`config.mk`:
```
export PLATFORM = sky130hd
export DESIGN_NAME = core_run_ctrl
export DESIGN_NICKNAME = d
export VERILOG_FILES = /design/src/rtl/core_run_ctrl.sv
export SDC_FILE = /design/constraint.sdc
export NUM_CORES = 1
export LEC_CHECK = 0
export CELL_PAD_IN_SITES_DETAIL_PLACEMENT = 0
export CELL_PAD_IN_SITES_GLOBAL_PLACEMENT = 1
export CORE_UTILIZATION = 36
export CTS_BUF_LIST = sky130_fd_sc_hd__clkbuf_16
export DETAILED_ROUTE_END_ITERATION = 12
export HOLD_SLACK_MARGIN = 0.02
export PLACE_DENSITY_LB_ADDON = 0.1
export SYNTH_ARGS = -nofsm -noshare
export SYNTH_HDL_FRONTEND = slang
export SYNTH_SLANG_ARGS = --single-unit
```
`constraint.sdc`:
```
create_clock -name clk -period 2.3 [get_ports clk]
set_clock_uncertainty 0.15 [all_clocks]
set_input_delay 0.46 -clock clk [delete_from_list [all_inputs] [get_ports clk]]
set_output_delay 0.46 -clock clk [all_outputs]
set_load 0.02 [all_outputs]
```
`src/rtl/core_run_ctrl.sv`:
```
// Run sequencer for the 9-bit core: clean core reset, run, halt detect, drain, done.
// Optional watchdog enabled by defining WATCHDOG_EN.
`timescale 1ns/1ps
module core_run_ctrl #(
    parameter int              PC_W         = 8,
    parameter int              IW           = 9,
    parameter logic [PC_W-1:0] LAST_PC      = 8'hFF,
    parameter logic [IW-1:0]   HALT_CODE    = 9'h1FF,
    parameter int              RST_CYCLES   = 2,
    parameter int              DRAIN_CYCLES = 1,
    parameter int              CNT_W        = 16,
    parameter int              TIMEOUT      = 4096
) (
    input  logic             clk,
    input  logic             reset,
    input  logic             start,
    input  logic [PC_W-1:0]  pc,
    input  logic [IW-1:0]    mach_code,
    output logic             core_reset,
    output logic             core_en,
    output logic             busy,
    output logic             done,
    output logic             timeout,
    output logic [CNT_W-1:0] cycle_count
);

    localparam int WAIT_MAX = (RST_CYCLES > DRAIN_CYCLES) ? RST_CYCLES : DRAIN_CYCLES;
    localparam int WAIT_W   = $clog2(WAIT_MAX + 1);
    localparam logic [WAIT_W-1:0] RST_LAST   = WAIT_W'(RST_CYCLES - 1);
    localparam logic [WAIT_W-1:0] DRAIN_LAST = WAIT_W'(DRAIN_CYCLES - 1);

    typedef enum logic [2:0] {
        S_IDLE,
        S_RESET,
        S_RUN,
        S_DRAIN,
        S_DONE
    } state_t;

    state_t             state;
    state_t             state_nxt;
    logic               start_q;
    logic               start_rise;
    logic               halt;
    logic               wdog_hit;
    logic [WAIT_W-1:0]  wait_cnt;

    assign start_rise = start & ~start_q;
    assign halt       = (pc == LAST_PC) | (mach_code == HALT_CODE);

`ifdef WATCHDOG_EN
    assign wdog_hit = (cycle_count == CNT_W'(TIMEOUT - 1)) & ~halt;
`else
    assign wdog_hit = 1'b0;
`endif

    always_ff @(posedge clk or posedge reset) begin
        if (reset) begin
            state <= S_IDLE;
        end else begin
            state <= state_nxt;
        end
    end

    always_comb begin
        state_nxt = state;
        unique case (state)
            S_IDLE:  if (start_rise) state_nxt = S_RESET;
            S_RESET: if (wait_cnt == RST_LAST) state_nxt = S_RUN;
            S_RUN:   if (halt || wdog_hit) state_nxt = S_DRAIN;
            S_DRAIN: if (wait_cnt == DRAIN_LAST) state_nxt = S_DONE;
            S_DONE:  if (start_rise) state_nxt = S_RESET;
            default: state_nxt = S_IDLE;
        endcase
    end

    // Outputs are registered from the next state so they line up with state.
    always_ff @(posedge clk or posedge reset) begin
        if (reset) begin
            start_q     <= 1'b0;
            core_reset  <= 1'b1;
            core_en     <= 1'b0;
            busy        <= 1'b0;
            done        <= 1'b0;
            timeout     <= 1'b0;
            cycle_count <= '0;
            wait_cnt    <= '0;
        end else begin
            start_q    <= start;
            core_reset <= (state_nxt == S_IDLE) || (state_nxt == S_RESET);
            core_en    <= (state_nxt == S_RUN);
            busy       <= (state_nxt == S_RESET) || (state_nxt == S_RUN) ||
                          (state_nxt == S_DRAIN);
            done       <= (state_nxt == S_DONE);

            if (state_nxt != state) begin
                wait_cnt <= '0;
            end else begin
                wait_cnt <= wait_cnt + 1'b1;
            end

            if ((state_nxt == S_RESET) && (state != S_RESET)) begin
                cycle_count <= '0;
                timeout     <= 1'b0;
            end else if (state == S_RUN) begin
                if (cycle_count != '1) begin
                    cycle_count <= cycle_count + 1'b1;
                end
                if (wdog_hit) begin
                    timeout <= 1'b1;
                end
            end
        end
    end

endmodule
```
# Word level (Yosys, flattened, before mapping)
# Cells that the tools add are included.
[totals]
register_bits = 26
in_bits = 20
output_inout_bits = 21
elab_cells = 47
[op_classes]
n_addsub = 2
eq_ne = 14
muxes = 9
bitwise = 3
n_reduce_logical = 11
[op_table]
columns = ["cell", "n"]
rows = [
  ["$mux W16", 3],
  ["$add A16 B1 Y16 const B", 1],
  ["$ne A16 B16 Y1 const B", 1],
  ["$eq A3 B2 Y1 const B", 4],
  ["$mux W3", 4],
  ["$pmux W3 S4", 1],
  ["$eq A9 B9 Y1 const B", 1],
  ["$eq A8 B8 Y1 const B", 1],
  ["$eq A3 B1 Y1 const B", 2],
  ["$eq A3 B3 Y1 const B", 2],
  ["$logic_not A3 Y1", 2],
  ["$reduce_bool A2 Y1", 2],
  ["$logic_or A1 B1 Y1", 3],
  ["$ne A3 B1 Y1 const B", 1],
  ["$ne A3 B3 Y1", 1],
  ["$add A2 B1 Y2 const B", 1],
  ["$eq A2 B1 Y1 const B", 1],
  ["$logic_not A2 Y1", 1],
  ["$mux W2", 1],
  ["$reduce_and A2 Y1", 1],
  ["$reduce_or A2 Y1", 1],
  ["$and A1 B1 Y1", 1],
  ["$logic_and A1 B1 Y1", 1],
  ["$not A1 Y1", 1],
  ["$or A1 B1 Y1", 1],
]

# Depth between registers and ports, before layout
# Gate-level depths: netlist (run 1).
[depth]
word_depth = 8
mapped_depth = 6
ltp_nobuf = 6

# Worst setup path after synthesis (run 1)
# Ideal clock, no wire load.
[synth_path]
kind = "reg-to-reg"
start = "reg cycle_count[0]"
end = "reg cycle_count[5]"
setup_time_ps = 76
arrival_ps = 1771
required_ps = 2074
setup_slack_ps = 303
path_stages_with_launch = 7
path_buffers = 1
period_less_slack_ps = 1997
cell_sequence = "dfrtp_1 > ha_1 > and3_1 > and3_1 > clkbuf_1 > a2111o_1 > o21ai_1"
[synth_via]
elab_chain_cells = 4
word_cells_on_any_way = 7
cone_classes = "add/sub (1); eq/ne (1); mux (3); reduce/logical (2)"
[synth_rtl]
columns = ["element", "line", "source"]
rows = [
  ["start: declaration", "24", "output logic [CNT_W-1:0] cycle_count"],
  ["start signal: assignment", "107", "cycle_count <= cycle_count + 1'b1;"],
  ["$add A16 B1 Y16", "107", ""],
  ["$mux W16", "106", "if (cycle_count != '1) begin"],
  ["$mux W16", "105", "end else if (state == S_RUN) begin"],
  ["$mux W16", "102", "if ((state_nxt == S_RESET) && (state != S_RESET)) begin"],
]
# Parallel ways exist; a longest one is shown, timed or not. The select of a mux whose other input is x is not followed.
# A chain may end at the register's enable or synchronous reset.

# Worst setup path in the final report (run 1)
[layout_path]
start = "reg cycle_count[0]"
end = "reg cycle_count[14]"
# Same word-level chain as after synthesis.

==> reports/metrics.cfg, run 1 <==
[final_layout]
finalNetCount = 221
diodes = 0
drive_above_1_share_pct = 10.2
area_growth_pct = 35.7
layout_common_cells = clkdlybuf4s50_1 (39), dfrtp_1 (25), nand2_1 (16), nand3_1 (10), a21oi_1 (10)
final_area_um2 = 2080
layout.cells.most_common = clkdlybuf4s50_1

[yosys]
synth_area_leader_cell = dfrtp_1
syn-instance-count = 159
postSynthAreaPerCell_um2 = 9.64
synth-xor-area-share_pct = 0
synth_area_leaders = dfrtp_1 (41%), mux2i_1 (5.2%), nand2_1 (3.9%), nand4_1 (3.7%), a21oi_1 (3.3%)
synth-main-ff-cell = dfrtp_1
synth-seq-cells = 26
synth_top_family_by_area = simple AND/OR/NAND/NOR gates
yosysUniqueCellTypes = 42
synth-edff-count = 0
seq_area_frac_synth_pct = 42.5
synthArstFlopShare_pct = 100
synth_fp_nets = 182
netlist.area_leader.share_pct = 40.8
syn_area_um2 = 1530
yosys.area_share.simple_pct = 28.8
yosysWarnings = 0
muxShareOfSynthArea_pct = 6.94
synth_compound_area_share_pct = 14.5
synthAdderAreaFrac_pct = 2.45

[global_route]
grt_usage_pct = 17.7
grt_pass1_vias = 1279
grt_max_degree = 27
antenna_found_initial = 0
grt-ovfl-total = 0
grt_first_pass_wirelength_um = 6050

[cts]
cts_buffers = 3
root_buffer = clkbuf_16
h-tree-depth = 1
cts_tree = yes
ctsHoldBuffers = 0
ctsResizeCount = 0
postCtsSetupBuffers = 0
clock_latency_ps = 260
clk_pin_slew_worst_paths_ps = 70
clockBufferDepth = 2
clock_sinks = 26

[floorplan]
die_w_um = 67.3
io_pins = 41
rows = 23
coreArea_um2 = 4060
die-area_um2 = 4520
initial_core_util_pct = 37.8
fp.dieH_um = 67.3

[routing]
routedWlPerCell_um = 14.8
vias = 1372
routed_via_density = 5.55
drt_iter0_markers = 117
drc = 0
drtAntennaViolNets = 0
drtPass1Iterations = 4
routed_wl_um = 3660

[critical_path]
rr_startpoint = cycle_count[0]$_DFFE_PP0P_
crit_path_start_kind = flop
crit_path_end_kind = flop
reg2reg_depth = 5
crit_type = flop to flop
reg2reg_to = cycle_count[14]$_DFFE_PP0P_
endpoint = cycle_count[14]$_DFFE_PP0P_
crit_start = cycle_count[0]$_DFFE_PP0P_
cp.required_ps = 2340
rrSetupSlack_ps = 250
arrival_ps = 2090
cp_max_fo = 7

[worst_hold_path]
min_path_cells = 1
hp-class = flop to flop

[timing]
clock.fmax_mhz = 488
slew_violations = 0
finalWorstSetupSlack_ps = 250
setup_violations = 0
setup_tns_ps = 0
holdWs_ps = 329
hold_violations = 0
fin_crit_ps = 2050
rsz0062_at_grt = false
min_period_over_period_pct = 89.2

[placement]
gp_congestion = 0.785
portBuffers = 39
dp_slack_ps = 135
dp_hpwl_um = 2770
placed_area_um2 = 1970

[run]
maxCapViolCount = 0

[power_and_ir_drop]
leakage_nw = 0.890
pwr-share-comb_pct = 35.7
p_sw_mw = 0.620
clockPowerShare_pct = 27.8
p_int_mw = 1.22
pwr-share-seq_pct = 36.5
p_total_mw = 1.84
peakVddDrop_mv = 0.503
powerDensity_nw_per_um2 = 883
switching_share_pct = 33.7

[status]
status = finished, final reports clean

-- kinds of logic after synthesis --
| family | Yosys count |
|---|---|
| and+or+nand+nor | 73 |
| DFF | 26 |
| other | 1 |
| adders and majority gates | 3 |
| buffers and inverters | 14 |
| muxes | 9 |
| AOI/OAI and AO/OA | 33 |
-- flip-flops by register name, summed over array words and instances, names as in the netlist --
register,count
busy,1
core_en,1
core_reset,1
cycle_count,16
done,1
start_q,1
state,3
wait_cnt,2
-- final cells by class --
type	count	area [um^2]
fill	363	1980
multi-input combinational	119	812
sequential	26	652
timing repair buffer	42	425
clock buffer	3	75.1
tap	50	62.6
clock inverter	1	30.0
inverter	6	22.5
-- routing by layer --
metal / wire [um] / part of all wire, % / global-route usage [%]
met1: 1650 / 45 / 22.4
met2: 1870 / 51 / 30.9
met3: 104 / 2.8 / 2.36
met4: 43 / 1.2 / 5.59
met5: 0 / 0 / 0
-- Yosys cell counts (2+ instances only) --
library cell	n
dfrtp_1	25
nand2_1	16
a21oi_1	10
nand3_1	10
nand4_1	9
mux2i_1	8
nor2_1	8
o21ai_0	7
and3_1	6
inv_1	6
or3_1	5
clkbuf_1	4
or2_2	4
a41oi_1	3
ha_1	3
o32ai_1	3
a2111o_1	2
buf_4	2
nand2b_1	2
nor3b_1	2
o21ai_1	2
o31ai_1	2
-- metrics by stage --
step	util [%]	cells
2_1_floorplan	-	159
3_3_place_gp	48.7	243
3_5_place_dp	48.7	243
4_1_cts	51.2	247
5_1_grt	51.2	247
6_report	51.2	247
-- power by group through the flow --
stage                     Sequential (mW)  Clock, mW  Combinational [mW]
final                               0.671      0.510               0.656
after global routing                0.685      0.543               0.729
after CTS                           0.670      0.527               0.659
after detailed placement            0.679          0               0.657
after global placement              0.674          0               0.646
after floorplan                     0.676          0               0.443
-- critical path, cell delays in order (launching register included) --
cell and delay (ps):
dfrtp_1 460, ha_1 360, and3_1 260, nand4_1 230, or3_1 380, a21oi_1 140
-- how the worst min path moves through the flow --
stage | slack (ps) | to | start
after floorplan | 290 | wait_cnt[0]$_DFF_PP0_ | wait_cnt[0]$_DFF_PP0_
after global placement | 310 | wait_cnt[0]$_DFF_PP0_ | wait_cnt[0]$_DFF_PP0_
after detailed placement | 320 | wait_cnt[0]$_DFF_PP0_ | wait_cnt[0]$_DFF_PP0_
after CTS | 330 | wait_cnt[0]$_DFF_PP0_ | wait_cnt[0]$_DFF_PP0_
after global routing | 350 | wait_cnt[0]$_DFF_PP0_ | wait_cnt[0]$_DFF_PP0_
final | 330 | wait_cnt[0]$_DFF_PP0_ | wait_cnt[0]$_DFF_PP0_
Note: power is estimated with default switching activity, not from simulation.
==> run 2: changes to the inputs <==
- CELL_PAD_IN_SITES_DETAIL_PLACEMENT: 0 -> unset
- CELL_PAD_IN_SITES_GLOBAL_PLACEMENT: 1 -> unset
- CORE_UTILIZATION: 36 -> 48
- PLACE_DENSITY: unset -> 0.79
- PLACE_DENSITY_LB_ADDON: 0.1 -> unset
==> reports/metrics.cfg, run 2 (synthesis gave the netlist of run 1 again) <==
[power_and_ir_drop]
peakVddDrop_mv = 0.426  ; -15%
leakage_nw = 0.895  ; +0.54%
powerDensity_nw_per_um2 = 895  ; +1.3%
p_total_mw = 1.86  ; +1.1%

[global_route]
met2_usage_pct = 37.4  ; +6.6 points
grt.busiest_layer = met2
grt_pass1_vias = 1367  ; +6.9%
grt-ovfl-total = 0  ; unchanged
antenna_found_initial = 0  ; unchanged
grt_max_degree = 20  ; -26%
grt_first_pass_wirelength_um = 6220  ; +2.8%
grtUsageMet1_pct = 32.2  ; +9.8 points
grt_usage_pct = 23.7  ; +6.0 points
grt_use_met3_pct = 3.74  ; +1.4 points

[critical_path]
reg2reg_depth = 5  ; unchanged
cp_num_buf_inv = 0  ; unchanged
crit_path_end_kind = flop
max_stage_delay_ps = 460  ; about the same
crit_type = flop to flop
crit_path_cell_trace = ha_1 -> and3_1 -> nand3_1 -> o21ai_0 -> mux2i_1
cp_top_family = flip-flops
arrival_ps = 2170  ; +80 ps
rrSetupSlack_ps = 160  ; -90 ps
crit_path_top_delay_cell = dfrtp_1
rr_startpoint = cycle_count[0]$_DFFE_PP0P_
crit_path_start_kind = flop
cp_max_fo = 7  ; unchanged
cp.required_ps = 2330  ; about the same
reg2reg_to = cycle_count[0]$_DFFE_PP0P_

[floorplan]
coreArea_um2 = 3050  ; -25%
initial_core_util_pct = 50.2  ; +12 points
fp.dieH_um = 58.5  ; -13%
die_w_um = 58.5  ; -13%
rows = 20  ; -13%
die-area_um2 = 3420  ; -24%
io_pins = 41  ; unchanged

[timing]
clock.fmax_mhz = 467  ; -4.2%
fin_crit_ps = 2140  ; +89.6 ps
rsz0062_at_grt = false
setup_tns_ps = 0  ; unchanged
setup_violations = 0  ; unchanged
finalWorstSetupSlack_ps = 160  ; -89.6 ps
hold_violations = 0  ; unchanged
min_period_over_period_pct = 93.0  ; +3.9 points
slew_violations = 0  ; unchanged

[routing]
vias = 1437  ; +4.7%
routed_via_density = 5.91  ; +6.5%
drtAntennaViolNets = 0  ; unchanged
routed_wl_um = 3660  ; unchanged
drt_iter0_markers = 108  ; -7.7%
drc = 0  ; unchanged
routedWlPerCell_um = 15.1  ; +1.6%
drtPass1Iterations = 4  ; unchanged

[cts]
clockBufferDepth = 2  ; unchanged
clk_pin_slew_worst_paths_ps = 70  ; about the same
root_buffer = clkbuf_16
clock_sinks = 26  ; unchanged
cts_tree = yes
ctsResizeCount = 0  ; unchanged
h-tree-depth = 1  ; unchanged
clock_latency_ps = 260  ; about the same
cts_buffers = 3  ; unchanged
ctsHoldBuffers = 0  ; unchanged
postCtsSetupBuffers = 0  ; unchanged

[run]
maxCapViolCount = 0  ; unchanged

[placement]
gp_congestion = 0.878  ; +12%
placedCellCount = 239  ; -1.6%
portBuffers = 39  ; unchanged
dp_hpwl_um = 2720  ; -1.8%
dp_slack_ps = 169  ; +33.7 ps

[final_layout]
top_register = cycle_count
layout_common_cells = clkdlybuf4s50_1 (39), dfrtp_1 (25), nand2_1 (16), nand3_1 (10), a21oi_1 (10)
largest_reg_flops = 16  ; unchanged
post-route-util_pct = 68.0  ; +17 points
layout.cells.most_common = clkdlybuf4s50_1
area_growth_pct = 35.3
largestRegisters = cycle_count (16), state (3), wait_cnt (2)
fin_cells = 243  ; -1.6%
diodes = 0  ; unchanged
drive_above_1_share_pct = 11.1  ; +0.90 points
finalNetCount = 223  ; +0.90%

[status]
status = finished, final reports clean

[worst_hold_path]
hp-class = input port to async pin

-- run 2: cell count changes in the layout (fill, tap and decap cells not counted) --
cell	delta
buf_12	-1
buf_4	+3
-- run 2: worst max-delay path by stage --
stage / start / slack, ps / cells past startpoint / end
final: cycle_count[0]$_DFFE_PP0P_ / 160 / 5 / cycle_count[0]$_DFFE_PP0P_
after global routing: cycle_count[0]$_DFFE_PP0P_ / 20 / 5 / cycle_count[0]$_DFFE_PP0P_
after CTS: cycle_count[0]$_DFFE_PP0P_ / 180 / 5 / cycle_count[0]$_DFFE_PP0P_
after detailed placement: start / 170 / 5 / wait_cnt[1]$_DFF_PP0_
after global placement: start / 220 / 5 / wait_cnt[1]$_DFF_PP0_
after floorplan: cycle_count[0]$_DFFE_PP0P_ / 300 / 6 / cycle_count[5]$_DFFE_PP0P_
-- run 2: cell type report --
| type | instances | area (um^2) |
|---|---|---|
| clock buffers | 3 | 75.1 |
| clock inverters | 1 | 30.0 |
| fillers | 264 | 978 |
| inverters | 6 | 22.5 |
| multi-input cells | 119 | 812 |
| flip-flops and latches | 26 | 652 |
| well taps | 44 | 55.1 |
| repair buffers | 44 | 428 |
-- run 2: per-stage QoR --
| step | area (um^2) | hold slack [ps] |
|---|---|---|
| after floorplan | 1530 | 288 |
| after global placement | 1970 | 304 |
| after detailed placement | 1970 | 315 |
| after CTS | 2070 | 299 |
| after global routing | 2070 | 336 |
| final | 2070 | 286 |
-- run 2: report_power, final --
group          leakage [nW]  switching [mW]  internal (mW)
sequential            0.345           0.102          0.554
combinational         0.499           0.362          0.329
clock                0.0511           0.163          0.346
-- run 2: per-layer routing --
metal	up-vias	share of wire (%)	wire, um
li1	669	-	-
met4	0	1.1	42
met1	678	42	1520
met3	8	7.6	279
met2	82	50	1820
met5	-	0	0
==> run 3: changes to the inputs <==
- HOLD_SLACK_MARGIN: 0.02 -> 0.15
==> results of run 3 <==
Same layout as run 2: the final DEF is identical, and so are final timing and power.
